`src/rtl/store_buffer_if.sv`:
```
// Core-side and RAM-side signal bundle for the store_buffer posted-write buffer.
// The buffer uses the slave modport; the core/RAM environment uses the master modport.
interface store_buffer_if #(
    parameter int DEPTH  = 4,
    parameter int ADDR_W = 32,
    parameter int DATA_W = 32
);
    localparam int CNT_W = $clog2(DEPTH) + 1;

    // Handshake: core_we/core_re are requests presented with core_addr/core_wdata.
    // A store is taken at the clock edge only when core_stall is 0; while core_stall
    // is 1 the core holds the same store request unchanged. Loads never stall.
    logic [ADDR_W-1:0] core_addr;
    logic              core_we;
    logic              core_re;
    logic [DATA_W-1:0] core_wdata;
    logic [DATA_W-1:0] core_rdata;
    logic              core_stall;
    logic [ADDR_W-1:0] mem_addr;
    logic              mem_we;
    logic [DATA_W-1:0] mem_wdata;
    logic [DATA_W-1:0] mem_rdata;
    logic              empty;
    logic [CNT_W-1:0]  count;

    modport slave (
        input  core_addr, core_we, core_re, core_wdata, mem_rdata,
        output core_rdata, core_stall, mem_addr, mem_we, mem_wdata, empty, count
    );

    modport master (
        output core_addr, core_we, core_re, core_wdata, mem_rdata,
        input  core_rdata, core_stall, mem_addr, mem_we, mem_wdata, empty, count
    );
endinterface

```
`src/rtl/store_buffer.sv`:
```
// Posted-write buffer: circular FIFO of stores drained to a single-port RAM, with
// load forwarding. Define STORE_BUF_MERGE_EN to merge stores into matching entries.
module store_buffer #(
    parameter int DEPTH  = 4,
    parameter int ADDR_W = 32,
    parameter int DATA_W = 32
) (
    input  logic           clk,
    input  logic           rst,
    store_buffer_if.slave  bus
);
    localparam int PTR_W = $clog2(DEPTH);
    localparam int CNT_W = PTR_W + 1;

    logic [ADDR_W-1:0] addr_q [DEPTH];
    logic [DATA_W-1:0] data_q [DEPTH];
    logic [PTR_W-1:0]  head;
    logic [PTR_W-1:0]  tail;
    logic [CNT_W-1:0]  count;

    logic              hit;
    logic [PTR_W-1:0]  hit_idx;
    logic              full;
    logic              drain;
    logic              merge_hit;
    logic              stall;
    logic              push;

    // Scan oldest to youngest so the last match found is the youngest entry.
    always_comb begin
        hit     = 1'b0;
        hit_idx = head;
        for (int k = 0; k < DEPTH; k++) begin
            if ((CNT_W'(k) < count) && (addr_q[head + PTR_W'(k)] == bus.core_addr)) begin
                hit     = 1'b1;
                hit_idx = head + PTR_W'(k);
            end
        end
    end

    assign full  = (count == CNT_W'(DEPTH));
    assign drain = !bus.core_re && (count != '0);

`ifdef STORE_BUF_MERGE_EN
    // A head entry leaving this cycle cannot absorb the store; allocate instead.
    assign merge_hit = bus.core_we && hit && !(drain && (hit_idx == head));
`else
    assign merge_hit = 1'b0;
`endif

    assign stall = bus.core_we && full && !merge_hit;
    assign push  = bus.core_we && !stall && !merge_hit;

    assign bus.core_rdata = hit ? data_q[hit_idx] : bus.mem_rdata;
    assign bus.core_stall = stall;
    assign bus.mem_we     = drain;
    assign bus.mem_addr   = drain ? addr_q[head] : bus.core_addr;
    assign bus.mem_wdata  = data_q[head];
    assign bus.empty      = (count == '0);
    assign bus.count      = count;

    always_ff @(posedge clk or negedge rst) begin
        if (!rst) begin
            head  <= '0;
            tail  <= '0;
            count <= '0;
        end else begin
            if (push) begin
                tail <= tail + PTR_W'(1);
            end
            if (drain) begin
                head <= head + PTR_W'(1);
            end
            if (push && !drain) begin
                count <= count + CNT_W'(1);
            end else if (!push && drain) begin
                count <= count - CNT_W'(1);
            end
        end
    end

    // Entry contents need no reset: validity comes from head/count alone.
    always_ff @(posedge clk) begin
        if (push) begin
            addr_q[tail] <= bus.core_addr;
            data_q[tail] <= bus.core_wdata;
        end else if (merge_hit) begin
            data_q[hit_idx] <= bus.core_wdata;
        end
    end
endmodule
```
`src/flat_wrapper.sv`:
```
// flat-port wrapper written by rule: the top's interface ports become plain ports
module store_buffer_flat 
#(
    parameter int DEPTH  = 4,
    parameter int ADDR_W = 32,
    parameter int DATA_W = 32
)
  (clk, rst, bus_core_addr, bus_core_we, bus_core_re, bus_core_wdata, bus_mem_rdata, bus_core_rdata, bus_core_stall, bus_mem_addr, bus_mem_we, bus_mem_wdata, bus_empty, bus_count);
  store_buffer_if #(.DEPTH(DEPTH), .ADDR_W(ADDR_W), .DATA_W(DATA_W)) bus_i ();
  input  logic clk;
  input  logic rst;
  input wire logic [$bits(bus_i.core_addr)-1:0] bus_core_addr;
  input wire logic [$bits(bus_i.core_we)-1:0] bus_core_we;
  input wire logic [$bits(bus_i.core_re)-1:0] bus_core_re;
  input wire logic [$bits(bus_i.core_wdata)-1:0] bus_core_wdata;
  input wire logic [$bits(bus_i.mem_rdata)-1:0] bus_mem_rdata;
  output wire logic [$bits(bus_i.core_rdata)-1:0] bus_core_rdata;
  output wire logic [$bits(bus_i.core_stall)-1:0] bus_core_stall;
  output wire logic [$bits(bus_i.mem_addr)-1:0] bus_mem_addr;
  output wire logic [$bits(bus_i.mem_we)-1:0] bus_mem_we;
  output wire logic [$bits(bus_i.mem_wdata)-1:0] bus_mem_wdata;
  output wire logic [$bits(bus_i.empty)-1:0] bus_empty;
  output wire logic [$bits(bus_i.count)-1:0] bus_count;
  assign bus_i.core_addr = bus_core_addr;
  assign bus_i.core_we = bus_core_we;
  assign bus_i.core_re = bus_core_re;
  assign bus_i.core_wdata = bus_core_wdata;
  assign bus_i.mem_rdata = bus_mem_rdata;
  assign bus_core_rdata = bus_i.core_rdata;
  assign bus_core_stall = bus_i.core_stall;
  assign bus_mem_addr = bus_i.mem_addr;
  assign bus_mem_we = bus_i.mem_we;
  assign bus_mem_wdata = bus_i.mem_wdata;
  assign bus_empty = bus_i.empty;
  assign bus_count = bus_i.count;
  store_buffer #(.DEPTH(DEPTH), .ADDR_W(ADDR_W), .DATA_W(DATA_W)) u_core (.clk(clk), .rst(rst), .bus(bus_i));
endmodule
```
`config.mk`:
```
export PLATFORM = sky130hd
export DESIGN_NAME = store_buffer_flat
export DESIGN_NICKNAME = d
export VERILOG_FILES = /design/src/rtl/store_buffer_if.sv /design/src/rtl/store_buffer.sv /design/src/flat_wrapper.sv
export SDC_FILE = /design/constraint.sdc
export NUM_CORES = 1
export LEC_CHECK = 0
export BUFFER_PORTS_ARGS = -buffer_cell sky130_fd_sc_hd__buf_2
export CAP_MARGIN = 25
export CORE_MARGIN = 2
export CORE_UTILIZATION = 59
export CTS_CLUSTER_SIZE = 10
export DETAILED_ROUTE_END_ITERATION = 12
export PLACE_DENSITY = 0.8
export SETUP_SLACK_MARGIN = 0.3
export SLEW_MARGIN = 20
export SYNTH_ARGS = -nofsm -noshare
export SYNTH_HDL_FRONTEND = slang
export SYNTH_SLANG_ARGS = --single-unit
```
`constraint.sdc`:
```
create_clock -name clk -period 7 [get_ports clk]
set_input_delay 1.4 -clock clk [delete_from_list [all_inputs] [get_ports clk]]
set_output_delay 1.4 -clock clk [all_outputs]
set_load 0.02 [all_outputs]
```
==> results.yml <==
outcome:
  status: "finished, final reports clean"
setup_path:
  worstPathCellList: "buf_12 -> mux2_2 -> xnor2_1 -> nor3_1 -> nand4_1 -> a2111o_1 -> or4_4 -> a21oi_2 -> xnor2_4 -> buf_12 -> mux4_2 -> mux2_4 -> buf_2"
  arrival_ns: 5.12
  cp.required_ns: 5.60
  slowest_delay_ns: 0.56
  worstReg2RegStart: "u_core.bus.count[0]$_DFFE_PN0P_"
  crit_buf_inv: 3
  start_kind: "register"
  crit_start: "u_core.head[1]$_DFFE_PN0P_"
  cp_common_cell: "buf_12"
  crit_type: "register to primary output"
  slowest_stage: "or4_4"
  path_max_fanout: 37
  critPathCaptureType: "primary output"
  cp_top_family: "multiplexers"
power:
  power_frac_clock_pct: 17.6
  power-per-cell-area_mw_per_mm2: 436
  p_leak_nw: 6.44
  power_frac_comb_pct: 53.1
  power.internal_mw: 4.73
  peakVddDrop_mv: 0.258
  seq_power_share_pct: 29.3
  p_sw_share_pct: 39.5
  p_sw_mw: 3.10
clock_tree:
  clockBufferDepth: 3
  clk_pin_slew_worst_paths_ns: 0.05
  holdBufCountCts: 0
  clock_latency_ns: 0.57
  cts_tree: "built"
  cts_made_buffers: 30
  clock-root-buffer: "clkbuf_16"
  cts_htree_levels: 1
  clock-sinks: 263
sta:
  finalSetupViolCount: 0
  fmax_mhz: 153
  finClkSkew_ns: 0.00896
  fin_setup_tns_ns: 0
  finalCriticalPeriod_ns: 6.52
  report.final.slew_viol_count: 0
  slew_headroom_pct: 28.2
  timing.final.crit_share_pct: 93.2
  hold_viol_final: 0
  finalWorstSetupSlack_ns: 0.476
  tightestPinTransition_ns: 1.08
  rsz0062_at_grt: "no"
min_path:
  hold_class: "register to register"
  min-delay-start: "u_core.bus.count[1]$_DFFE_PN0P_"
floorplanning:
  fp.dieArea_mm2: 0.0279
  core_area_mm2: 0.0261
  die_x_um: 167
  rows: 59
  die_h_um: 167
  num_io_pins: 202
  initial_core_util_pct: 60.2
yosys:
  synthArstFlopShare_pct: 2.66
  synth_area_per_cell_um2: 15.1
  synth_edf_count: 256
  ys_ff_latch: 263
  synthesis.nets: 1146
  synth_area_mm2: 0.0157
  synthTopCellsByArea: "edfxtp_1, mux4_2, xnor2_1"
  synth_cells: 1037
  synth_top_area_share_pct: 49.0
  yosysTopAreaCell: "edfxtp_1"
  synth-main-ff-cell: "edfxtp_1"
  ys_seq_area_share_pct: 50.1
  ys_warn_count: 0
  ys_types: 68
cells_and_area:
  mostFrequentLayoutCell: "edfxtp_1"
  syn_to_final_growth_pct: 14.6
  fin_nets: 1337
  nFillCells: 1768
  final_cell_mix: "edfxtp_1, buf_2, mux4_2, xnor2_1, mux2i_1"
  drive_above_1_share_pct: 39.0
global_routing:
  grt_pass1_wl_um: 60900
  antenna_found_initial: 4
  grt_max_degree: 65
  grt_pass1_vias: 10300
  track_usage_pct: 28.7
  grt_overflow: 0
routing:
  route.vias.total: 10500
  drt_iter0_drc: 1104
  drc: 0
  avgRoutedWirePerCell_um: 25.8
  ant_nets: 0
  drt_first_pass_iters: 5
  routed_wl_um: 40500
  routed_via_density: 6.66
placed_design:
  gp_congestion: 0.971
  dp_slack_ns: 0.407
  io_buffers: 201
  dp_hpwl_um: 27400
run:
  cap_violations: 0
## worst paths after layout
path	slack [ns]	end	depth (start not counted)
min in group asynchronous	0.65	u_core.bus.count[2]$_DFFE_PN0P_	1
min	0.58	u_core.bus.count[1]$_DFFE_PN0P_	2
max	0.48	bus_core_rdata[27]	13
max in group asynchronous	6.18	u_core.head[1]$_DFFE_PN0P_	1
max reg2reg	4.09	u_core.data_q[1][30]$_DFFE_PP_	5
min reg2reg	0.58	u_core.bus.count[1]$_DFFE_PN0P_	2
## metrics by stage
step,utilization [%],cells,power [mW],cell area (um2),hold slack (ns)
after floorplan,-,1037,5.27,15700,0.580
after global placement,64.9,1517,6.22,16900,0.573
after detailed placement,65.0,1518,6.28,16900,0.574
after CTS,68.5,1563,7.74,17800,0.583
after global routing,69.0,1574,8.18,18000,0.649
final,69.0,1574,7.83,18000,0.584
## worst register-to-register path, cell delays in order (launching register included)
cell	delay, ns
dfrtp_1	0.47
inv_1	0.10
ha_1	0.24
a21boi_1	0.51
and2_4	0.60
buf_4	0.60
## synthesized netlist by cell type (all sizes together) (3+ instances only)
cell type and number:
a2111oi 7, a211oi 9, a21oi 18, a22oi 3, a31oi 5, and2 8, buf 57, clkbuf 31
dfrtp 7, edfxtp 256, ha 9, inv 20, mux2 71, mux2i 89, mux4 118, nand2 41
nand3 8, nand4 16, nor2 20, nor2b 10, nor3 9, nor4 13, o2111ai 4, o211ai 5
o21a 4, o21ai 24, o22ai 4, o2bb2ai 8, or2 3, or3 3, or4 6, xnor2 107
xor2 16
## registers in the layout (all words and copies together), names as in the netlist
name              count
u_core.addr_q       128
u_core.data_q       128
u_core.bus.count      3
u_core.head           2
u_core.tail           2
## metal layers
metal	track usage, %	part of all wire [%]	vias to the layer above
li1	-	-	4519
met1	38.4	38	5279
met2	46.4	49	579
met3	7.25	9.9	93
met4	9.71	3.1	6
met5	0	0.10	-
## cell type report
type	instances	area (um2)	area share (%)
diodes	1	2.50	0.0139
clock buffers	40	798	4.44
well taps	335	419	2.33
flip-flops and latches	263	7870	43.8
clock inverters	2	35.0	0.195
multi-input cells	666	7280	40.5
repair buffers	247	1490	8.29
inverters	20	77.6	0.432
## timing repair
item,in CTS,in global routing
cloned,0,1
gates resized for setup,1,8
setup buffers,3,9
endpoints found under the setup margin,32,31
## kinds of logic (layout without fill, tap and decap cells)
group,count (synthesis),in the layout,share of synthesized area [%]
mux,278,278,28.6
flops,263,263,50.1
simple gates,146,146,4.98
xor+xnor,123,123,6.92
compound gates,110,110,4.90
buf+inv,108,309,3.75
fa+ha+maj,9,9,0.718
other cells,0,1,0
## power by group through the flow
stage / Clock (mW) / Combinational (mW) / Sequential [mW]
after floorplan: 0 / 3.03 / 2.24
after detailed placement: 0 / 3.92 / 2.36
after CTS: 1.39 / 4.05 / 2.30
after global placement: 0 / 3.89 / 2.34
after global routing: 1.45 / 4.40 / 2.32
final: 1.37 / 4.16 / 2.29
No activity file was read; power rests on OpenSTA's default activity.
